===== src/rtl/mem_access_unit_pkg.sv =====
// rtl/mem_access_unit_pkg.sv - shared state encoding and helpers for the MEM-stage access unit
package mem_access_unit_pkg;

    localparam int MEM_BASE_DEFAULT = 1024;
    localparam int STATE_W          = 3;

    typedef enum logic [STATE_W-1:0] {
        S_IDLE   = 3'd0,
        S_RD     = 3'd1,
        S_WR     = 3'd2,
        S_SWP_RD = 3'd3,
        S_SWP_WR = 3'd4,
        S_DONE   = 3'd5
    } mau_state_e;

    // A swap is encoded by decode as both mem_read and mem_write asserted.
    function automatic logic is_swp(input logic rd, input logic wr);
        return rd & wr;
    endfunction

    function automatic mau_state_e first_state(input logic rd, input logic wr);
        if (is_swp(rd, wr)) begin
            return S_SWP_RD;
        end else if (wr) begin
            return S_WR;
        end
        return S_RD;
    endfunction

    function automatic logic is_access_state(input mau_state_e s);
        return (s == S_RD) || (s == S_WR) || (s == S_SWP_RD) || (s == S_SWP_WR);
    endfunction

    function automatic logic is_write_state(input mau_state_e s);
        return (s == S_WR) || (s == S_SWP_WR);
    endfunction

endpackage


===== src/rtl/mem_access_unit_mem_wb_reg.sv =====
// rtl/mem_access_unit_mem_wb_reg.sv - MEM/WB pipeline register with load and bubble insert
module mem_wb_reg #(
    parameter int DATA_W = 32
) (
    input  logic              clk,
    input  logic              rst,
    input  logic              load,
    input  logic              bubble,
    input  logic              valid_in,
    input  logic              wb_enable_in,
    input  logic              mem_read_in,
    input  logic [DATA_W-1:0] alu_result_in,
    input  logic [DATA_W-1:0] mem_data_in,
    input  logic [3:0]        dest_in,
    output logic              valid_out,
    output logic              wb_enable_out,
    output logic              mem_read_out,
    output logic [DATA_W-1:0] alu_result_out,
    output logic [DATA_W-1:0] mem_data_out,
    output logic [3:0]        dest_out
);

    logic              valid_q, valid_d;
    logic              wb_enable_q, wb_enable_d;
    logic              mem_read_q, mem_read_d;
    logic [DATA_W-1:0] alu_result_q, alu_result_d;
    logic [DATA_W-1:0] mem_data_q, mem_data_d;
    logic [3:0]        dest_q, dest_d;

    // Bubble clears only the control bits; data fields are don't-care once valid is low.
    always_comb begin
        valid_d      = valid_q;
        wb_enable_d  = wb_enable_q;
        mem_read_d   = mem_read_q;
        alu_result_d = alu_result_q;
        mem_data_d   = mem_data_q;
        dest_d       = dest_q;
        if (bubble) begin
            valid_d     = 1'b0;
            wb_enable_d = 1'b0;
            mem_read_d  = 1'b0;
        end else if (load) begin
            valid_d      = valid_in;
            wb_enable_d  = wb_enable_in;
            mem_read_d   = mem_read_in;
            alu_result_d = alu_result_in;
            mem_data_d   = mem_data_in;
            dest_d       = dest_in;
        end
    end

    always_ff @(posedge clk) begin
        if (rst) begin
            valid_q      <= 1'b0;
            wb_enable_q  <= 1'b0;
            mem_read_q   <= 1'b0;
            alu_result_q <= '0;
            mem_data_q   <= '0;
            dest_q       <= '0;
        end else begin
            valid_q      <= valid_d;
            wb_enable_q  <= wb_enable_d;
            mem_read_q   <= mem_read_d;
            alu_result_q <= alu_result_d;
            mem_data_q   <= mem_data_d;
            dest_q       <= dest_d;
        end
    end

    assign valid_out      = valid_q;
    assign wb_enable_out  = wb_enable_q;
    assign mem_read_out   = mem_read_q;
    assign alu_result_out = alu_result_q;
    assign mem_data_out   = mem_data_q;
    assign dest_out       = dest_q;

endmodule


===== src/rtl/mem_access_unit.sv =====
// rtl/mem_access_unit.sv - MEM stage: sequences LDR/STR/SWP over a req/ready memory port
module mem_access_unit
    import mem_access_unit_pkg::*;
#(
    parameter int MEM_BASE = MEM_BASE_DEFAULT,
    parameter int DATA_W   = 32
) (
    input  logic              clk,
    input  logic              rst,
    input  logic              valid_in,
    input  logic              mem_read,
    input  logic              mem_write,
    input  logic              wb_enable,
    input  logic [DATA_W-1:0] alu_result,
    input  logic [DATA_W-1:0] val_rm,
    input  logic [3:0]        dest,
    output logic              freeze,
    output logic              mem_req,
    output logic              mem_we,
    output logic [DATA_W-1:0] mem_addr,
    output logic [DATA_W-1:0] mem_wdata,
    input  logic [DATA_W-1:0] mem_rdata,
    input  logic              mem_ready,
    output logic              valid_out,
    output logic              wb_enable_out,
    output logic              mem_read_out,
    output logic [DATA_W-1:0] alu_result_out,
    output logic [DATA_W-1:0] mem_data_out,
    output logic [3:0]        dest_out
);

    mau_state_e        state_q, state_d;
    logic [DATA_W-1:0] addr_q, addr_d;
    logic [DATA_W-1:0] wdata_q, wdata_d;
    logic [DATA_W-1:0] rdata_q, rdata_d;
    logic              mem_req_q, mem_req_d;
    logic              mem_we_q, mem_we_d;

    logic              mem_op;
    logic [DATA_W-1:0] rel_addr;
    logic              out_load;
    mau_state_e        entry_state;

    assign mem_op      = valid_in & (mem_read | mem_write);
    assign rel_addr    = alu_result - DATA_W'(MEM_BASE);
    assign entry_state = first_state(mem_read, mem_write);

    // Freeze covers the accepting IDLE cycle so EX/MEM holds the instruction until DONE.
    assign freeze   = ((state_q == S_IDLE) & mem_op) | is_access_state(state_q);
    assign out_load = ((state_q == S_IDLE) & ~mem_op) | (state_q == S_DONE);

    always_comb begin
        state_d   = state_q;
        addr_d    = addr_q;
        wdata_d   = wdata_q;
        rdata_d   = rdata_q;
        mem_req_d = mem_req_q;
        mem_we_d  = mem_we_q;
        case (state_q)
            S_IDLE: begin
                if (mem_op) begin
                    addr_d    = {rel_addr[DATA_W-1:2], 2'b00};
                    wdata_d   = val_rm;
                    state_d   = entry_state;
                    mem_req_d = 1'b1;
                    mem_we_d  = is_write_state(entry_state);
                end
            end
            S_RD: begin
                if (mem_ready) begin
                    rdata_d   = mem_rdata;
                    state_d   = S_DONE;
                    mem_req_d = 1'b0;
                end
            end
            S_WR: begin
                if (mem_ready) begin
                    state_d   = S_DONE;
                    mem_req_d = 1'b0;
                    mem_we_d  = 1'b0;
                end
            end
            S_SWP_RD: begin
                // Old value becomes the write-back result; request stays up for the write half.
                if (mem_ready) begin
                    rdata_d  = mem_rdata;
                    state_d  = S_SWP_WR;
                    mem_we_d = 1'b1;
                end
            end
            S_SWP_WR: begin
                if (mem_ready) begin
                    state_d   = S_DONE;
                    mem_req_d = 1'b0;
                    mem_we_d  = 1'b0;
                end
            end
            S_DONE: begin
                state_d = S_IDLE;
            end
            default: begin
                state_d   = S_IDLE;
                mem_req_d = 1'b0;
                mem_we_d  = 1'b0;
            end
        endcase
    end

    always_ff @(posedge clk) begin
        if (rst) begin
            state_q   <= S_IDLE;
            addr_q    <= '0;
            wdata_q   <= '0;
            rdata_q   <= '0;
            mem_req_q <= 1'b0;
            mem_we_q  <= 1'b0;
        end else begin
            state_q   <= state_d;
            addr_q    <= addr_d;
            wdata_q   <= wdata_d;
            rdata_q   <= rdata_d;
            mem_req_q <= mem_req_d;
            mem_we_q  <= mem_we_d;
        end
    end

    assign mem_req   = mem_req_q;
    assign mem_we    = mem_we_q;
    assign mem_addr  = addr_q;
    assign mem_wdata = wdata_q;

    mem_wb_reg #(
        .DATA_W(DATA_W)
    ) u_mem_wb_reg (
        .clk            (clk),
        .rst            (rst),
        .load           (out_load),
        .bubble         (freeze),
        .valid_in       (valid_in),
        .wb_enable_in   (wb_enable),
        .mem_read_in    (mem_read),
        .alu_result_in  (alu_result),
        .mem_data_in    (rdata_q),
        .dest_in        (dest),
        .valid_out      (valid_out),
        .wb_enable_out  (wb_enable_out),
        .mem_read_out   (mem_read_out),
        .alu_result_out (alu_result_out),
        .mem_data_out   (mem_data_out),
        .dest_out       (dest_out)
    );

endmodule

===== config.mk =====
export PLATFORM = sky130hd
export DESIGN_NAME = mem_access_unit
export DESIGN_NICKNAME = d
export VERILOG_FILES = /design/src/rtl/mem_access_unit_pkg.sv /design/src/rtl/mem_access_unit_mem_wb_reg.sv /design/src/rtl/mem_access_unit.sv
export SDC_FILE = /design/constraint.sdc
export NUM_CORES = 1
export LEC_CHECK = 0
export ABC_AREA = 1
export CORE_MARGIN = 5
export CORE_UTILIZATION = 48
export DETAILED_ROUTE_END_ITERATION = 16
export PLACE_DENSITY_LB_ADDON = 0.08
export SETUP_SLACK_MARGIN = 0.2
export SLEW_MARGIN = 10
export SYNTH_ARGS = -nofsm -noshare
export SYNTH_HDL_FRONTEND = slang
export SYNTH_SLANG_ARGS = --single-unit
export TNS_END_PERCENT = 10

===== constraint.sdc =====
create_clock -name clk -period 3 [get_ports clk]
set_input_delay 0.3 -clock clk [delete_from_list [all_inputs] [get_ports clk]]
set_output_delay 0.3 -clock clk [all_outputs]
set_load 0.05 [all_outputs]

==> results.json, run 1 <==
{
  "use_met2_pct": 36.5,
  "synth_seq_cells": 170,
  "cts_tree": "yes",
  "clock_skew_ns": 0.0123,
  "drt_iter0_drc": 431,
  "fill_cells": 1131,
  "vdd_ir_drop_max_uv": 552,
  "fin_crit_sh_pct": 67.5,
  "grt_pass1_wl_microns": 30400,
  "synth_warnings": 0,
  "ctsHoldBuffers": 0,
  "use_met1_pct": 28.4,
  "synthTopCellsByArea": "dfxtp_1 50%, nor2_1 11%, a211oi_2 9.1%",
  "slew_viol_final": 0,
  "setup_tns_ns": 0,
  "htreeDepth": 4,
  "std_cell_rows": 43,
  "use_met3_pct": 8.78,
  "setup_viol": 0,
  "layout-drive-gt1-share_pct": 9.85,
  "clk_pin_slew_worst_paths_ns": 0.06,
  "core_sq_um": 13900,
  "grt_pass1_vias": 6135,
  "ant_nets": 0,
  "dpl.cell_count": 1244,
  "finalNonFillerCells": 1276,
  "worst_path_max_delay_cell": "nand3_2",
  "syn_to_final_growth_pct": 45.7,
  "power.density_nw_per_um2": 1120,
  "die_x_microns": 130,
  "fmax_mhz": 494,
  "firstDrtPassIters": 5,
  "root_buffer": "clkbuf_16",
  "synth_top_area_share_pct": 49.6,
  "clock_sinks": 170,
  "maxSlewHeadroom_pct": 29.9,
  "final_common_cell": "clkdlybuf4s50_1",
  "post-route-min-period_ns": 2.02,
  "num_antenna_cells": 0,
  "worstMarginPinSlew_ns": 1.05,
  "die_h_microns": 130,
  "start_kind": "flip-flop",
  "final_cell_mix": "240 x clkdlybuf4s50_1, 197 x nor2_1, 170 x dfxtp_1",
  "port_buffers": 242,
  "crit_type": "flip-flop to flip-flop",
  "leakagePower_nw": 4.00,
  "worstSetupEndpointType": "flip-flop",
  "synth_seq_area_share_pct": 49.6,
  "worstPathRequired_ns": 3.27,
  "yosys.area.top_type": "dfxtp_1",
  "worstPathCellList": "inv_2, nand3_2, o21ai_0, a21oi_1",
  "slowest_delay_ns": 0.79,
  "numCtsBuffers": 17,
  "status": "complete, no violations",
  "syn_area_sq_um": 6860,
  "fin_ws_ns": 0.976,
  "num_vias": 6250,
  "cts_buffer_depth": 2,
  "grt-ovfl-total": 0,
  "critPathArrivalTime_ns": 2.29,
  "maxCapViolCount": 0,
  "hold_class": "input port to flip-flop",
  "drc": 0,
  "post_cts_resized": 0,
  "rsz0062_at_grt": "no",
  "power_mw": 11.2,
  "post-cts-setup-buffer-count": 0,
  "wirelength_microns": 19100,
  "pre_cts_slack_ns": 0.592,
  "start_util_pct": 49.2,
  "routedWlPerCell_microns": 15.0,
  "hpwl_microns": 13300,
  "synth_cells": 865,
  "grt_busiest_layer": "met2",
  "pin_count": 245,
  "fin_util_pct": 71.7,
  "die-area_sq_um": 16800,
  "grt_start_max_net_pins": 83,
  "synth.distinct_cells": 27,
  "antenna_found_initial": 0,
  "cp_max_fo": 64,
  "gp_congestion": 0.858,
  "grt_usage_pct": 22.8,
  "vias_per_cell": 4.90,
  "synth.avg_cell_area_sq_um": 7.93,
  "final_nets": 1191,
  "hold_viol": 0,
  "clock_latency_ns": 0.43
}
==> where the power goes <==
part | internal (mW) | leakage, nW | total, mW | switching [mW]
Combinational | 1.80 | 2.29 | 5.65 | 3.85
Sequential | 2.96 | 1.40 | 3.29 | 0.334
Clock | 1.39 | 0.308 | 2.30 | 0.911
Total | 6.15 | 4.00 | 11.2 | 5.09
==> Yosys cell counts, drive strengths merged <==
master,number
nand4,6
nor3,1
or2,1
o21ai,89
and2,1
ha,1
xor2,5
inv,83
a21oi,64
nor2,200
clkbuf,22
nand2,107
buf,31
nand3,28
a211oi,54
a31oi,1
conb,1
dfxtp,170
==> critical path, delay by kind of cell (launching register included) <==
family,cells,cell delay [ns]
DFF,1,0.35
and+or+nand+nor,1,0.79
AOI/OAI and AO/OA,2,0.61
buffers and inverters,1,0.11
==> flip-flops by register name, summed over array words and instances (netlist names) <==
| register | flops |
|---|---|
| mem_wdata | 32 |
| mem_we | 1 |
| u_mem_wb_reg.mem_read_out | 1 |
| u_mem_wb_reg.wb_enable_out | 1 |
| u_mem_wb_reg.dest_out | 4 |
| u_mem_wb_reg.mem_data_out | 32 |
| u_mem_wb_reg.valid_out | 1 |
| mem_req | 1 |
| rdata_q | 32 |
| mem_addr | 30 |
| state_q | 3 |
| u_mem_wb_reg.alu_result_out | 32 |
==> layer usage <==
metal,share of wire (%),vias up
met5,0,-
li1,-,3233
met2,46,192
met1,43,2800
met3,9.1,25
met4,1.9,0
==> through the flow <==
stage | cell area (sq um) | hold slack [ns]
after CTS | 9990 | 0.330
after global placement | 9370 | 0.442
after global routing | 9990 | 0.347
after detailed placement | 9370 | 0.446
after floorplan | 6860 | 0.390
final | 9990 | 0.348
==> cells by family (layout without fill, tap and decap cells) <==
kind of cell,Yosys count,in the layout,share of synthesized area [%]
other cells,1,2,0.0547
buf+inv,136,366,8.72
compound gates,208,208,20.8
flops,170,170,49.6
xor+xnor,5,5,0.638
simple gates,344,344,20.0
fa+ha+maj,1,1,0.182
==> cell type report <==
| class | instances | area, sq um | share of cell area (%) |
|---|---|---|---|
| clock buffer | 20 | 467 | 4.67 |
| clock inverter | 12 | 160 | 1.60 |
| inverter | 83 | 312 | 3.12 |
| multi-input combinational | 560 | 2880 | 28.8 |
| sequential | 170 | 3400 | 34.1 |
| tap | 180 | 225 | 2.25 |
| timing repair buffer | 251 | 2550 | 25.5 |
==> path summary, 6_finish.rpt <==
path | start | to | slack [ns] | cells past startpoint
worst max-delay path | state_q[2] | rdata_q[20] | 0.98 | 4
worst max register to register | state_q[2] | rdata_q[20] | 0.98 | 4
worst min register to register | rdata_q[31] | rdata_q[31] | 0.45 | 2
worst min-delay path | rst | u_mem_wb_reg.mem_data_out[11] | 0.35 | 2
(Power assumes the default switching activity.)
==> inputs of run 2 (changes only) <==
- CORE_UTILIZATION: 48 -> 45
- clock period: 3 -> 2 ns (I/O delays scaled with it)
==> results.json, run 2 (synthesized netlist as in run 1, its figures left out) <==
{
  "slew_viol_final": 0,
  "htreeDepth": 4,
  "grt_start_max_net_pins": 83,
  "post-route-min-period_ns": 1.80,
  "final_common_cell": "clkdlybuf4s50_1",
  "rsz0062_at_grt": "yes",
  "die-area_sq_um": 17800,
  "hold-path-cell-count": 4,
  "grt_pass1_vias": 5921,
  "vias_per_cell": 4.88,
  "clk_pin_slew_worst_paths_ns": 0.07,
  "cts_buffer_depth": 2,
  "firstDrtPassIters": 5,
  "cts_tree": "yes",
  "place_area_sq_um": 9460,
  "setup_tns_ns": 0,
  "drt_iter0_drc": 364,
  "layout-drive-gt1-share_pct": 10.4,
  "critPathArrivalTime_ns": 1.60,
  "start_util_pct": 45.5,
  "worstPathRequired_ns": 1.80,
  "root_buffer": "clkbuf_16",
  "final_nets": 1198,
  "pin_count": 245,
  "std_cell_rows": 45,
  "worst-path-stages": 1,
  "start_kind": "flip-flop",
  "wirelength_microns": 19100,
  "maxCapViolCount": 0,
  "port_buffers": 242,
  "grt_pass1_wl_microns": 30000,
  "die_x_microns": 133,
  "maxSlewHeadroom_pct": 60.4,
  "die_h_microns": 133,
  "grt-ovfl-total": 0,
  "reg2reg_depth": 8,
  "routedWlPerCell_microns": 14.8,
  "antenna_found_initial": 0,
  "fmax_mhz": 554,
  "crit_type": "flip-flop to output port",
  "worstPathCellList": "clkdlybuf4s50_1",
  "cp_max_fo": 2,
  "worst_hold_slack_ns": 0.256,
  "power.density_nw_per_um2": 1650,
  "numCtsBuffers": 17,
  "clock_sinks": 170,
  "hold_viol": 0,
  "worstSetupEndpointType": "output port",
  "cp_top_family": "buffers and inverters",
  "core_sq_um": 15100,
  "setup_viol": 0,
  "gp_congestion": 0.858,
  "grt_usage_pct": 20.7,
  "worst_path_max_delay_cell": "clkdlybuf4s50_1",
  "vdd_ir_drop_max_uv": 706,
  "final_cell_area_sq_um": 10100,
  "hold_class": "input port to flip-flop",
  "power_mw": 16.7,
  "clock_latency_ns": 0.42,
  "final_cell_mix": "228 x clkdlybuf4s50_1, 197 x nor2_1, 170 x dfxtp_1",
  "status": "complete, no violations",
  "leakagePower_nw": 4.17,
  "cp.buffers_inverters": 1,
  "clock_skew_ns": 0.00752,
  "num_vias": 6306,
  "ant_nets": 0,
  "hpwl_microns": 13400,
  "drc": 0,
  "num_antenna_cells": 0,
  "syn_to_final_growth_pct": 46.8,
  "fin_crit_sh_pct": 90.2,
  "fin_util_pct": 66.7,
  "worstMarginPinSlew_ns": 0.593,
  "slowest_delay_ns": 0.86
}
run 2: cell count changes in the layout (fill, tap and decap cells not counted):
| cell | delta |
|---|---|
| dlymetal6s2s_1 | +9 |
| buf_4 | +3 |
| clkinvlp_4 | +2 |
| clkinv_2 | +1 |
| inv_6 | -2 |
| clkinv_4 | +2 |
| bufinv_16 | -2 |
| dlygate4sd2_1 | +3 |
| buf_12 | +4 |
| clkbuf_8 | -1 |
| clkdlybuf4s50_1 | -12 |
run 2: repair_timing:
action | CTS | global route
buffers inserted | 0 | 2
endpoints found under the setup margin | 38 | 105
pin swaps | 0 | 1
gates resized for setup | 3 | 9
hold buffers | 0 | 0
run 2: final cells by class:
class	count	area [sq um]
fill	1303	5020
sequential	170	3400
clock inverter	13	120
tap	188	235
timing repair buffer	258	2670
clock buffer	19	453
inverter	83	312
multi-input combinational	560	2880
run 2: worst register-to-register path, cell delays in order (launching register included):
cell      delay [ns]
dfxtp_1         0.34
inv_2           0.13
nand3_4         0.15
inv_2           0.10
nand2_2         0.07
nand2_4         0.23
buf_12          0.25
nor2_1          0.08
a211oi_2        0.14
run 2: layer usage:
layer  wire length, microns  vias up  share of wire [%]  track usage (%)
li1                       -     3245                  -                -
met1                   8390     2841                 44             26.2
met2                   8760      201                 46             32.7
met3                   1680       19                8.8             8.16
met4                    243        0                1.3             6.40
met5                      0        -                  0                0
run 2: stage by stage:
stage          setup WS, ns  cells
2_1_floorplan         0.408    866
3_3_place_gp          0.204   1257
3_5_place_dp          0.137   1257
4_1_cts               0.164   1289
5_1_grt               0.153   1291
6_report              0.196   1291
run 2: power breakdown:
| group | total (mW) | leakage (nW) | internal [mW] | switching, mW |
|---|---|---|---|---|
| clock network | 3.16 | 0.276 | 1.79 | 1.37 |
| logic | 8.56 | 2.50 | 2.79 | 5.77 |
| registers | 4.94 | 1.40 | 4.44 | 0.498 |
| total | 16.7 | 4.17 | 9.02 | 7.64 |
run 2: worst paths after layout:
check                              endpoint                           start  slack [ns]
max                            mem_addr[13]                    mem_addr[13]        0.20
min                            mem_wdata[0]                             rst        0.26
max reg2reg    u_mem_wb_reg.mem_data_out[7]                      state_q[0]        0.43
min reg2reg  u_mem_wb_reg.alu_result_out[7]  u_mem_wb_reg.alu_result_out[7]        0.46
